$ cat src/rtl/alu_sched_pkg.sv
// Shared constants for the ALU scheduler family: state encoding, flag bit
// positions inside a response flag vector, and default data-path widths.
package alu_sched_pkg;

    localparam int WIDTH_DEF = 4;
    localparam int OPW_DEF   = 3;

    localparam logic [1:0] IDLE  = 2'd0;
    localparam logic [1:0] ISSUE = 2'd1;
    localparam logic [1:0] RESP  = 2'd2;

    localparam int FLAG_ZERO  = 0;
    localparam int FLAG_CARRY = 1;
    localparam int FLAG_OVF   = 2;

endpackage

$ cat src/rtl/rr_arb2.sv
// Two-way round-robin grant: a lone requester always wins, a tie goes to prio.
// Purely combinational so it can be reused inside wider arbiters.
module rr_arb2 (
    input  logic valid0,
    input  logic valid1,
    input  logic prio,
    output logic grant_valid,
    output logic grant_id
);

    assign grant_valid = valid0 | valid1;
    assign grant_id    = (valid0 && valid1) ? prio : valid1;

endmodule

$ cat src/rtl/alu_rr_arbiter.sv
// Time-shares one combinational ALU between two requesters, one operation in
// flight at a time, round-robin between them.
//
// Handshakes: a transfer happens on a rising edge where valid && ready are both
// high. Valid never waits on ready; ready may depend on valid. Request payload
// is sampled only on the transfer edge. The response payload is meaningful
// only while its valid is high.
module alu_rr_arbiter
    import alu_sched_pkg::*;
#(
    parameter int WIDTH = WIDTH_DEF,
    parameter int OPW   = OPW_DEF
) (
    input  logic             clock,
    input  logic             reset,
    input  logic             req0_valid,
    output logic             req0_ready,
    input  logic [WIDTH-1:0] req0_a,
    input  logic [WIDTH-1:0] req0_b,
    input  logic [OPW-1:0]   req0_op,
    input  logic             req1_valid,
    output logic             req1_ready,
    input  logic [WIDTH-1:0] req1_a,
    input  logic [WIDTH-1:0] req1_b,
    input  logic [OPW-1:0]   req1_op,
    output logic             rsp0_valid,
    input  logic             rsp0_ready,
    output logic [WIDTH-1:0] rsp0_out,
    output logic [2:0]       rsp0_flags,
    output logic             rsp1_valid,
    input  logic             rsp1_ready,
    output logic [WIDTH-1:0] rsp1_out,
    output logic [2:0]       rsp1_flags,
    output logic [WIDTH-1:0] alu_a,
    output logic [WIDTH-1:0] alu_b,
    output logic [OPW-1:0]   alu_op,
    input  logic [WIDTH-1:0] alu_out,
    input  logic             alu_zero,
    input  logic             alu_carry,
    input  logic             alu_overflow,
    output logic             busy,
    output logic [1:0]       fsm_state
);

    logic [1:0]       state;
    logic             gnt_id;
    logic             prio;
    logic [WIDTH-1:0] res_out;
    logic [2:0]       res_flags;
    logic             grant_valid;
    logic             grant_id;
    logic             idle;
    logic             rsp_sel_ready;

    rr_arb2 u_arb (
        .valid0      (req0_valid),
        .valid1      (req1_valid),
        .prio        (prio),
        .grant_valid (grant_valid),
        .grant_id    (grant_id)
    );

    // Gating with reset keeps both readys low while reset is held, even in IDLE.
    assign idle       = (state == IDLE) && reset;
    assign req0_ready = idle && grant_valid && !grant_id;
    assign req1_ready = idle && grant_valid && grant_id;

    assign rsp0_valid    = (state == RESP) && !gnt_id;
    assign rsp1_valid    = (state == RESP) && gnt_id;
    assign rsp_sel_ready = gnt_id ? rsp1_ready : rsp0_ready;

    assign rsp0_out   = res_out;
    assign rsp0_flags = res_flags;
    assign rsp1_out   = res_out;
    assign rsp1_flags = res_flags;

    assign busy      = (state != IDLE);
    assign fsm_state = state;

    always_ff @(posedge clock or negedge reset) begin
        if (!reset) begin
            state     <= IDLE;
            gnt_id    <= 1'b0;
            prio      <= 1'b0;
            alu_a     <= '0;
            alu_b     <= '0;
            alu_op    <= '0;
            res_out   <= '0;
            res_flags <= '0;
        end else begin
            case (state)
                IDLE: begin
                    if (grant_valid) begin
                        gnt_id <= grant_id;
                        alu_a  <= grant_id ? req1_a  : req0_a;
                        alu_b  <= grant_id ? req1_b  : req0_b;
                        alu_op <= grant_id ? req1_op : req0_op;
                        state  <= ISSUE;
                    end
                end
                ISSUE: begin
                    res_out              <= alu_out;
                    res_flags[FLAG_OVF]   <= alu_overflow;
                    res_flags[FLAG_CARRY] <= alu_carry;
                    res_flags[FLAG_ZERO]  <= alu_zero;
                    state                <= RESP;
                end
                RESP: begin
                    // Priority moves only when a response completes.
                    if (rsp_sel_ready) begin
                        prio  <= ~gnt_id;
                        state <= IDLE;
                    end
                end
                default: state <= IDLE;
            endcase
        end
    end

endmodule

$ cat config.mk
export PLATFORM = sky130hd
export DESIGN_NAME = alu_rr_arbiter
export DESIGN_NICKNAME = d
export VERILOG_FILES = /design/src/rtl/alu_sched_pkg.sv /design/src/rtl/rr_arb2.sv /design/src/rtl/alu_rr_arbiter.sv
export SDC_FILE = /design/constraint.sdc
export NUM_CORES = 1
export LEC_CHECK = 0
export ABC_AREA = 0
export CAP_MARGIN = 20
export CORE_ASPECT_RATIO = 0.9
export CORE_MARGIN = 2
export CORE_UTILIZATION = 30
export CTS_CLUSTER_SIZE = 40
export DETAILED_ROUTE_END_ITERATION = 8
export PLACE_DENSITY = 0.67
export SETUP_SLACK_MARGIN = 0.05
export SYNTH_ARGS = -nofsm -noshare
export SYNTH_HDL_FRONTEND = slang
export SYNTH_SLANG_ARGS = --single-unit
$ cat constraint.sdc
create_clock -name clock -period 3.2 [get_ports clock]
set_clock_uncertainty 0.1 [all_clocks]
set_input_delay 0.48 -clock clock [delete_from_list [all_inputs] [get_ports clock]]
set_output_delay 0.48 -clock clock [all_outputs]
set_load 0.005 [all_outputs]
==> results of run 1 <==
==> sequential cells by signal, indices dropped and copies added, names as in the netlist <==
register	count
rsp0_flags	3
alu_a	4
fsm_state	2
alu_op	3
prio	1
alu_b	4
rsp0_out	4
gnt_id	1
==> routing by layer <==
metal  vias up  global-route usage [%]  part of all wire [%]
met5         -                       0                     0
li1        513                       -                     -
met2        54                    28.0                    49
met4         0                    7.29                   1.7
met1       502                    18.8                    41
met3         4                    4.39                   9.0
==> Yosys cell counts, types with 3 or more instances <==
cell,n
a21oi_1,12
mux2_2,7
a31oi_1,12
buf_2,4
nand2b_1,3
nor2_1,4
inv_1,6
dfrtp_1,22
buf_4,7
o21ai_0,13
clkbuf_1,3
nand3_1,11
==> power groups by stage <==
stage | Clock [mW] | Combinational [mW] | Sequential (mW)
floorplan | 0 | 0.376 | 0.521
global placement | 0 | 0.794 | 0.519
detailed placement | 0 | 0.807 | 0.525
CTS | 0.202 | 0.809 | 0.520
global route | 0.219 | 0.882 | 0.536
finish | 0.197 | 0.801 | 0.518
==> cell type report <==
class | count | area share (%)
sequential | 22 | 30.6
clock buffer | 4 | 3.06
inverter | 6 | 1.25
timing repair buffer | 71 | 38.9
multi-input combinational | 70 | 23.1
tap | 44 | 3.06
==> per-stage QoR <==
stage / hold slack, ns / area, µm² / total power, mW
2_1_floorplan: 0.0844 / 1080 / 0.898
3_3_place_gp: 0.409 / 1740 / 1.31
3_5_place_dp: 0.423 / 1740 / 1.33
4_1_cts: 0.429 / 1800 / 1.53
5_1_grt: 0.432 / 1800 / 1.64
6_report: 0.417 / 1800 / 1.52
==> worst reg2reg max path: stages, from the launching register on <==
cell     delay [ns]
dfrtp_1        0.42
nor2b_1        0.54
o21ai_0        0.18
a31oi_1        0.21
==> final timing paths <==
check | start | end | slack, ns | cells past startpoint
setup / recovery | reset | req1_ready | 0.57 | 4
hold / removal | reset | alu_b[2]$_DFFE_PN0P_ | 0.42 | 1
setup reg to reg | prio$_DFFE_PN0P_ | alu_op[2]$_DFFE_PN0P_ | 1.68 | 3
hold reg to reg | rsp0_flags[0]$_DFFE_PN0N_ | rsp0_flags[0]$_DFFE_PN0N_ | 0.44 | 1
max in group asynchronous | reset | rsp0_flags[1]$_DFFE_PN0N_ | 2.02 | 2
min in group clock | rsp0_flags[0]$_DFFE_PN0N_ | rsp0_flags[0]$_DFFE_PN0N_ | 0.44 | 1
==> cell families after synthesis <==
kind of cell           after synthesis  share of synthesized area [%]
AND/OR/NAND/NOR                     24                           11.5
flip-flops                          22                           50.8
AO/OA/AOI/OAI                       39                           19.5
multiplexers                         7                           7.28
buffers and inverters               21                           10.9
==> results.md, run 1 <==
* Hold WC Path Type: primary input to asynchronous set/reset pin
* Flop pwr share at 34.1%
* Unrepaired setup endpoints after global routing: false
* Hold_buf cts at 0
* Relative slew slack at between 50 and 60%
* Fillers at 298
* Crit path max-delay family: buffers and inverters
* Combinational power share at 52.8%
* Worst path max stage delay at 0.74 ns
* CTS Buf Count at 3
* Die Ht at 61.0 µm
* Hold Vio Cnt, Final at 0
* Pint at 1.04 mW
* CTS tree: built
* Die X at 67.4 µm
* HPWL Detailed at 2420 µm
* RePlAce Congestion at 0.741
* I/O pin cnt at 67
* Clock Tree Buf Depth at 2
* Commonest non-fill, non-tap cells in the layout: 66 x clkdlybuf4s50_1, 22 x dfrtp_1, 13 x o21ai_0, 12 x a21oi_1, 12 x a31oi_1
* Most common cell after layout, fill and taps aside: clkdlybuf4s50_1
* Netlist cell types at 21
* Main synth FF type: dfrtp_1
* Crit path launch type: primary input
* Routed length per instance at 14.4 µm
* CTS Sinks at 22
* Maxcap violations at 0
* Share of layout cells above drive strength 1 at 9.83%
* Largest net degree at the start of global routing at 16
* Placed cells at between 200 and 250
* Setup Buffers After CTS at 0
* Placement Setup Slack at 0.553 ns
* Yosys reg bits at 22
* Via count at 1073
* Crit-path max FO at 10
* Critical-path cell list: clkdlybuf4s50_1, inv_1, nor3_1, clkdlybuf4s50_1
* NetSw at 0.477 mW
* Max-slew violation count at 0
* Post-synth net total at 148
* Area of the mapped netlist at approximately 1100 µm²
* DRT antenna net count at 0
* Non-Filler Instances at between 200 and 250
* Status: complete, no violations
* Core Region at 3430 µm²
* Syn-to-layout area delta at 65.8%
* Peak Freq at 380 MHz
* Highest-delay cell along the critical path: clkdlybuf4s50_1
* Seq/Total Area, Yosys at 50.8%
* Remaining DRCs at 0
* Initial Util at between 30% and 40%
* Setup Crit Path Kind: primary input to primary output
* DRT Pass-1 Iters at 6
* Cell Rows at 20
* WP data required at around 2.6 ns
* Vias per inst at between 4 and 5
* Power per cell area at 844 nW/µm²
* Least-Margin Pin Slew at 0.654 ns
* Total GRT Usage at 16.1%
* Reg clk slew, reported paths at approximately 0.080 ns
* N_diodes at 0
* Peak supply drop at about 250 µV
* Crit path capture type: primary output
* Syn_area_per_cell at ~9.6 µm²
* Nets at 209
* Initial antenna violation count at 0
* H-tree Lvls at 1
* CP most frequent cell: clkdlybuf4s50_1
* Crit path time final at 2.63 ns
* Clock root cell: clkbuf_8
* Synthesis Warnings at 0
* First-pass GRT wire length at 4840 µm
* Grt ovf at 0
* Post-route worst setup slack at between 0.5 and 0.6 ns
* Clk_lat worst skew at about 0.26 ns
* Fraction of registers with async set/reset at 100%
* TNS Setup at 0 ns
* Number of global-route vias before repair at 1038
* LEAKAGE at 0.723 nW
* WP buf/inv at 3
* Area of the multi-input gates at just over 400 µm²
* Critical Path AT at 2.05 ns
* Port bufs at 66
* Final Setup Violations at 0
* Clk pwr share at about an eighth
* Fin crit share at 82.2%
* Die area at 4110 µm²
* Top cells by area, synth: dfrtp_1 51%, mux2_2 7.3%, a31oi_1 6.9%
* FF/Latch Area at ~550 µm²
* Switching share of total power at about a third
* Post-Syn Instances at ~110
* EDFF count, synth at 0
* Area leader, netlist: dfrtp_1
* 1st-iter DRT viols at 38
* Post-synth top area share at 50.8%
* Final core area utilization at 52.4%
* Routed WL at 3120 µm
* Post-CTS sizing at 0
No activity file was read; power rests on OpenSTA's default activity.
==> inputs of run 2 (changes only) <==
Settings changed: PLACE_DENSITY 0.67 to 0.7.
Clock period 3.2 ns to 2.21 ns, I/O delays scaled along.
==> run 2 against run 1 <==
Worst hold slack better by 0.018 ns. Non-clock buffer count rose by 7. Worst setup slack got worse by 0.39 ns. Register-to-register slack worse by 0.84 ns. Critical path type unchanged. Critical endpoint is now req0_ready. Largest cell class unchanged.
==> results.md, run 2 (same netlist as run 1, synthesis figures left out) <==
* Maxcap violations at 0 (unchanged)
* Reg clk slew, reported paths at 0.08 ns (about the same)
* Grt ovf at 0 (unchanged)
* Power per cell area at 1250 nW/µm² (was 844 nW/µm²)
* Crit path launch type: primary input (unchanged)
* H-tree Lvls at 1 (unchanged)
* Least-Margin Pin Slew at 0.376 ns (was 0.654 ns)
* Number of global-route vias before repair at 966 (was 1038)
* Crit path time final at 2.02 ns
* Die Ht at 61.0 µm (unchanged)
* Fin crit share at 91.6%
* Peak Freq at 494 MHz
* First-pass GRT wire length at 4840 µm (unchanged)
* Unrepaired setup endpoints after global routing: false (unchanged)
* Clock Tree Buf Depth at 2 (unchanged)
* Worst reg2reg setup slack at 0.84 ns (was 1.68 ns)
* Relative slew slack at 74.9% (was 56.3%)
* Commonest non-fill, non-tap cells in the layout: 63 x clkdlybuf4s50_1, 20 x dfrtp_1, 13 x o21ai_0, 12 x a21oi_1, 12 x a31oi_1 (was 66 x clkdlybuf4s50_1, 22 x dfrtp_1, 13 x o21ai_0, 12 x a21oi_1, 12 x a31oi_1)
* Initial antenna violation count at 0 (unchanged)
* Nets at 216 (was 209)
* HPWL Detailed at 2440 µm (was 2420 µm)
* Crit-path max FO at 3 (was 10)
* Via count at 1095 (was 1073)
* Cell Rows at 20 (unchanged)
* Die area at 4110 µm² (unchanged)
* DRT Pass-1 Iters at 4 (was 6)
* Hold Vio Cnt, Final at 0 (unchanged)
* Largest net degree at the start of global routing at 20 (was 16)
* Status: complete, no violations (unchanged)
* Hold WC Path Type: register to register (was primary input to asynchronous set/reset pin)
* Peak supply drop at 418 µV (was 248 µV)
* Remaining DRCs at 0 (unchanged)
* DRT antenna net count at 0 (unchanged)
* Port bufs at 66 (unchanged)
* Critical Path AT at 1.59 ns (was 2.05 ns)
* LEAKAGE at 0.793 nW (was 0.723 nW)
* Clk_lat worst skew at 0.26 ns (about the same)
* Crit path capture type: primary output (unchanged)
* Total GRT Usage at 16.0% (was 16.1%)
* Final core area utilization at 54.9% (was 52.4%)
* CTS tree: built (unchanged)
* Max-slew violation count at 0 (unchanged)
* Share of layout cells above drive strength 1 at 14.4% (was 9.83%)
* CTS Buf Count at 3 (unchanged)
* Most common cell after layout, fill and taps aside: clkdlybuf4s50_1 (unchanged)
* N_diodes at 0 (unchanged)
* I/O pin cnt at 67 (unchanged)
* WP data required at 1.78 ns (was 2.62 ns)
* Routed WL at 3140 µm (was 3120 µm)
* RePlAce Congestion at 0.727 (was 0.741)
* Die X at 67.4 µm (unchanged)
* TNS Setup at 0 ns (unchanged)
* Setup Crit Path Kind: primary input to primary output (unchanged)
* Syn-to-layout area delta at 73.7% (was 65.8%)
* Core Region at 3430 µm² (unchanged)
* Vias per inst at 4.89 (was 4.94)
* CTS Sinks at 22 (unchanged)
* Clock root cell: clkbuf_8 (unchanged)
* Initial Util at 31.6% (unchanged)
* 1st-iter DRT viols at 26 (was 38)
* Final Setup Violations at 0 (unchanged)
* Routed length per instance at 14.0 µm (was 14.4 µm)
-- run 2: cell count changes in the layout (fill, tap and decap cells not counted), moves of 2 or more --
cell,delta
buf_4,+6
dfrtp_2,+2
dlymetal6s2s_1,+2
clkdlybuf4s50_1,-3
dfrtp_1,-2
-- run 2: where the power goes --
group	internal [mW]	switching, mW	total, mW	leakage, nW
clock network	0.242	0.129	0.371	0.0357
logic	0.786	0.430	1.22	0.509
registers	0.611	0.159	0.771	0.248
-- run 2: final cells by class --
| class | instances | area, µm² |
|---|---|---|
| Multi-Input combinational cell | 70 | 423 |
| Sequential cell | 22 | 553 |
| Tap cell | 44 | 55.1 |
| Clock inverter | 1 | 30.0 |
| Timing Repair Buffer | 78 | 757 |
| Inverter | 6 | 22.5 |
| Fill cell | 295 | 1550 |
| Clock buffer | 3 | 41.3 |
-- run 2: worst max-delay path, cell delays in order --
cell             delay [ns]
clkdlybuf4s50_1        0.43
or2_1                  0.26
and2_4                 0.16
and3_1                 0.15
dlygate4sd2_1          0.25
-- run 2: path summary, 6_finish.rpt --
path / end / cells past startpoint / start
max in group asynchronous: fsm_state[0]$_DFFE_PN0P_ / 3 / reset
min in group asynchronous: alu_b[2]$_DFFE_PN0P_ / 3 / reset
min reg2reg: rsp0_flags[1]$_DFFE_PN0N_ / 1 / rsp0_flags[1]$_DFFE_PN0N_
max reg2reg: rsp0_flags[2]$_DFFE_PN0N_ / 2 / fsm_state[1]$_DFFE_PN0P_
max: req0_ready / 5 / req0_valid
min: rsp0_flags[1]$_DFFE_PN0N_ / 1 / rsp0_flags[1]$_DFFE_PN0N_
-- run 2: routing by layer --
metal	routed length (µm)	up-vias	GRT usage (%)
met5	0	-	0
met4	8	0	3.50
met3	258	2	2.74
met2	1510	50	26.7
met1	1360	516	22.3
li1	-	527	-
-- run 2: what timing repair did --
item,4_1_cts,5_1_grt
endpoints found under the setup margin,2,1
resized for setup,3,4
pin swaps,1,1
endpoints found under the hold margin,0,3
hold buffers,0,1
buffers inserted,0,2
-- run 2: stage by stage --
step / worst slack (ns) / instance area [µm²] / power, mW / hold slack [ns] / std cells
after detailed placement: 0.0155 / 1770 / 1.96 / 0.425 / 217
final: 0.186 / 1880 / 2.36 / 0.436 / 224
after floorplan: 0.846 / 1080 / 1.30 / -0.0641 / 113
after global placement: 0.0395 / 1770 / 1.92 / 0.408 / 217
after CTS: 0.0737 / 1850 / 2.33 / 0.354 / 221
after global routing: 0.142 / 1880 / 2.54 / 0.465 / 224
==> inputs of run 3 (changes only) <==
Settings changed: DONT_BUFFER_PORTS set to 1, PLACE_DENSITY 0.7 to 0.45, TNS_END_PERCENT set to 10.
==> run 3 against run 2 <==
Sequential power grew 4.8%. Register-to-register slack worse by 0.11 ns. Non-clock buffer count fell by 75. Utilization shrank 21 points. First-iteration DRC count fell by 35%. Clock power up 3%. Combinational power down 58%. Critical path depth down 2. Global-route usage decreased by 3.0 points. Total power fell by 28%. Maximum frequency up 11%. Critical path type is now register to primary output. Largest cell class is now sequential cells. Highest routed layer unchanged.
==> results.md, run 3 (same netlist as run 1, synthesis figures left out) <==
* Cell Rows at 20 (unchanged)
* Final Setup Violations at 0 (unchanged)
* Largest net degree at the start of global routing at 23 (was 20)
* Hold Vio Cnt, Final at 0 (unchanged)
* Reg clk slew, reported paths at 0.09 ns (was 0.08 ns)
* Status: complete, no violations (unchanged)
* 1st-iter DRT viols at 17 (was 26)
* FF/Latch Area at 551 µm² (was 553 µm²)
* Die area at 4110 µm² (unchanged)
* Commonest non-fill, non-tap cells in the layout: 22 x dfrtp_1, 13 x o21ai_0, 12 x a21oi_1, 12 x a31oi_1, 11 x nand3_1 (was 63 x clkdlybuf4s50_1, 20 x dfrtp_1, 13 x o21ai_0, 12 x a21oi_1, 12 x a31oi_1)
* Setup Crit Path Kind: register to primary output (was primary input to primary output)
* Total GRT Usage at 13.0% (was 16.0%)
* Crit path capture type: primary output (unchanged)
* Routed WL at 2610 µm (was 3140 µm)
* H-tree Lvls at 1 (unchanged)
* Fillers at 372 (was 295)
* Max-slew violation count at 0 (unchanged)
* Initial antenna violation count at 0 (unchanged)
* Number of global-route vias before repair at 835 (was 966)
* Power per cell area at 1480 nW/µm² (was 1250 nW/µm²)
* CTS Buf Count at 3 (unchanged)
* Remaining DRCs at 0 (unchanged)
* Least-Margin Pin Slew at 0.644 ns (was 0.376 ns)
* Crit path launch type: register (was primary input)
* Unrepaired setup endpoints after global routing: false (unchanged)
* Grt ovf at 0 (unchanged)
* Peak Freq at 547 MHz (was 494 MHz)
* RePlAce Congestion at 0.748 (was 0.727)
* Die X at 67.4 µm (unchanged)
* Syn-to-layout area delta at 5.89% (was 73.7%)
* First-pass GRT wire length at 3880 µm (was 4840 µm)
* Hold WC Path Type: primary input to register (was register to register)
* WP data required at 1.78 ns (about the same)
* Vias per inst at 5.37 (was 4.89)
* Share of layout cells above drive strength 1 at 13.3% (was 14.4%)
* Routed length per instance at 17.5 µm (was 14.0 µm)
* Via count at 800 (was 1095)
* DRT Pass-1 Iters at 4 (unchanged)
* Clk_lat worst skew at 0.26 ns (about the same)
* Nets at 141 (was 216)
* Fin crit share at 82.8% (was 91.6%)
* TNS Setup at 0 ns (unchanged)
* Crit path time final at 1.83 ns (was 2.02 ns)
* Core Region at 3430 µm² (unchanged)
* Design area at 1150 µm² (was 1880 µm²)
* N_diodes at 0 (unchanged)
* Clock root cell: clkbuf_8 (unchanged)
* Most common cell after layout, fill and taps aside: dfrtp_1 (was clkdlybuf4s50_1)
* Post-CTS sizing at 0 (was 3)
* Maxcap violations at 0 (unchanged)
* Dpl cell area at 1050 µm² (was 1770 µm²)
* Clock Tree Buf Depth at 2 (unchanged)
* HPWL Detailed at 1890 µm (was 2440 µm)
* Peak supply drop at 458 µV (was 418 µV)
* Crit-path max FO at 12 (was 3)
* Area of the multi-input gates at 415 µm² (was 423 µm²)
* DRT antenna net count at 0 (unchanged)
* Critical Path AT at 1.40 ns (was 1.59 ns)
* LEAKAGE at 0.466 nW (was 0.793 nW)
* CTS Sinks at 22 (unchanged)
* Hold WS at 0.110 ns (was 0.436 ns)
* CTS tree: built (unchanged)
* Initial Util at 31.6% (unchanged)
* Port bufs at 0 (was 66)
* Die Ht at 61.0 µm (unchanged)
* I/O pin cnt at 67 (unchanged)
* Relative slew slack at 57.0% (was 74.9%)
-- run 3: worst paths after layout --
check	startpoint	cells past startpoint	end	slack [ns]
worst max-delay path	prio$_DFFE_PN0P_	3	req0_ready	0.38
worst min-delay path	alu_overflow	1	rsp0_flags[2]$_DFFE_PN0N_	0.11
worst max register to register	prio$_DFFE_PN0P_	3	alu_op[1]$_DFFE_PN0P_	0.73
worst min register to register	rsp0_flags[1]$_DFFE_PN0N_	1	rsp0_flags[1]$_DFFE_PN0N_	0.48
max in group asynchronous	reset	2	rsp0_out[3]$_DFFE_PN0N_	1.40
min in group asynchronous	reset	1	alu_b[2]$_DFFE_PN0P_	0.23
-- run 3: worst max-delay path, cell delays in order (launching register included) --
cell      delay [ns]
dfrtp_1         0.40
nand2b_1        0.37
nand2_1         0.15
and3_1          0.22
-- run 3: layer usage --
layer / wire length (µm) / vias to the layer above / track usage (%)
met5: 0 / - / 0
met3: 250 / 2 / 5.30
met2: 1250 / 40 / 21.1
met1: 1090 / 380 / 15.6
met4: 13 / 0 / 5.25
li1: - / 378 / -
-- run 3: what timing repair did --
action                                 4_1_cts  5_1_grt
endpoints found under the hold margin       22        0
hold buffers                                 1        0
buffers inserted                             0        0
-- run 3: metrics by stage --
stage	setup WS, ns	util [%]	cells	power, mW
after floorplan	0.846	-	113	1.30
after global placement	0.611	30.7	143	1.32
after CTS	0.353	33.0	148	1.72
after detailed placement	0.609	30.7	143	1.33
after global routing	0.234	33.5	149	1.85
final	0.381	33.5	149	1.70
-- run 3: where the power goes --
group	leakage, nW	total, mW	switching [mW]	internal, mW
clock	0.0357	0.381	0.139	0.242
combinational	0.179	0.509	0.278	0.232
sequential	0.251	0.808	0.200	0.608
-- run 3: final cells by class --
type                    count  share of cell area [%]
flip-flops and latches     22                    48.0
clock inverters             1                    2.62
well taps                  44                    4.80
multi-input cells          70                    36.2
clock buffers               3                    3.60
inverters                   6                    1.96
repair buffers              3                    2.84
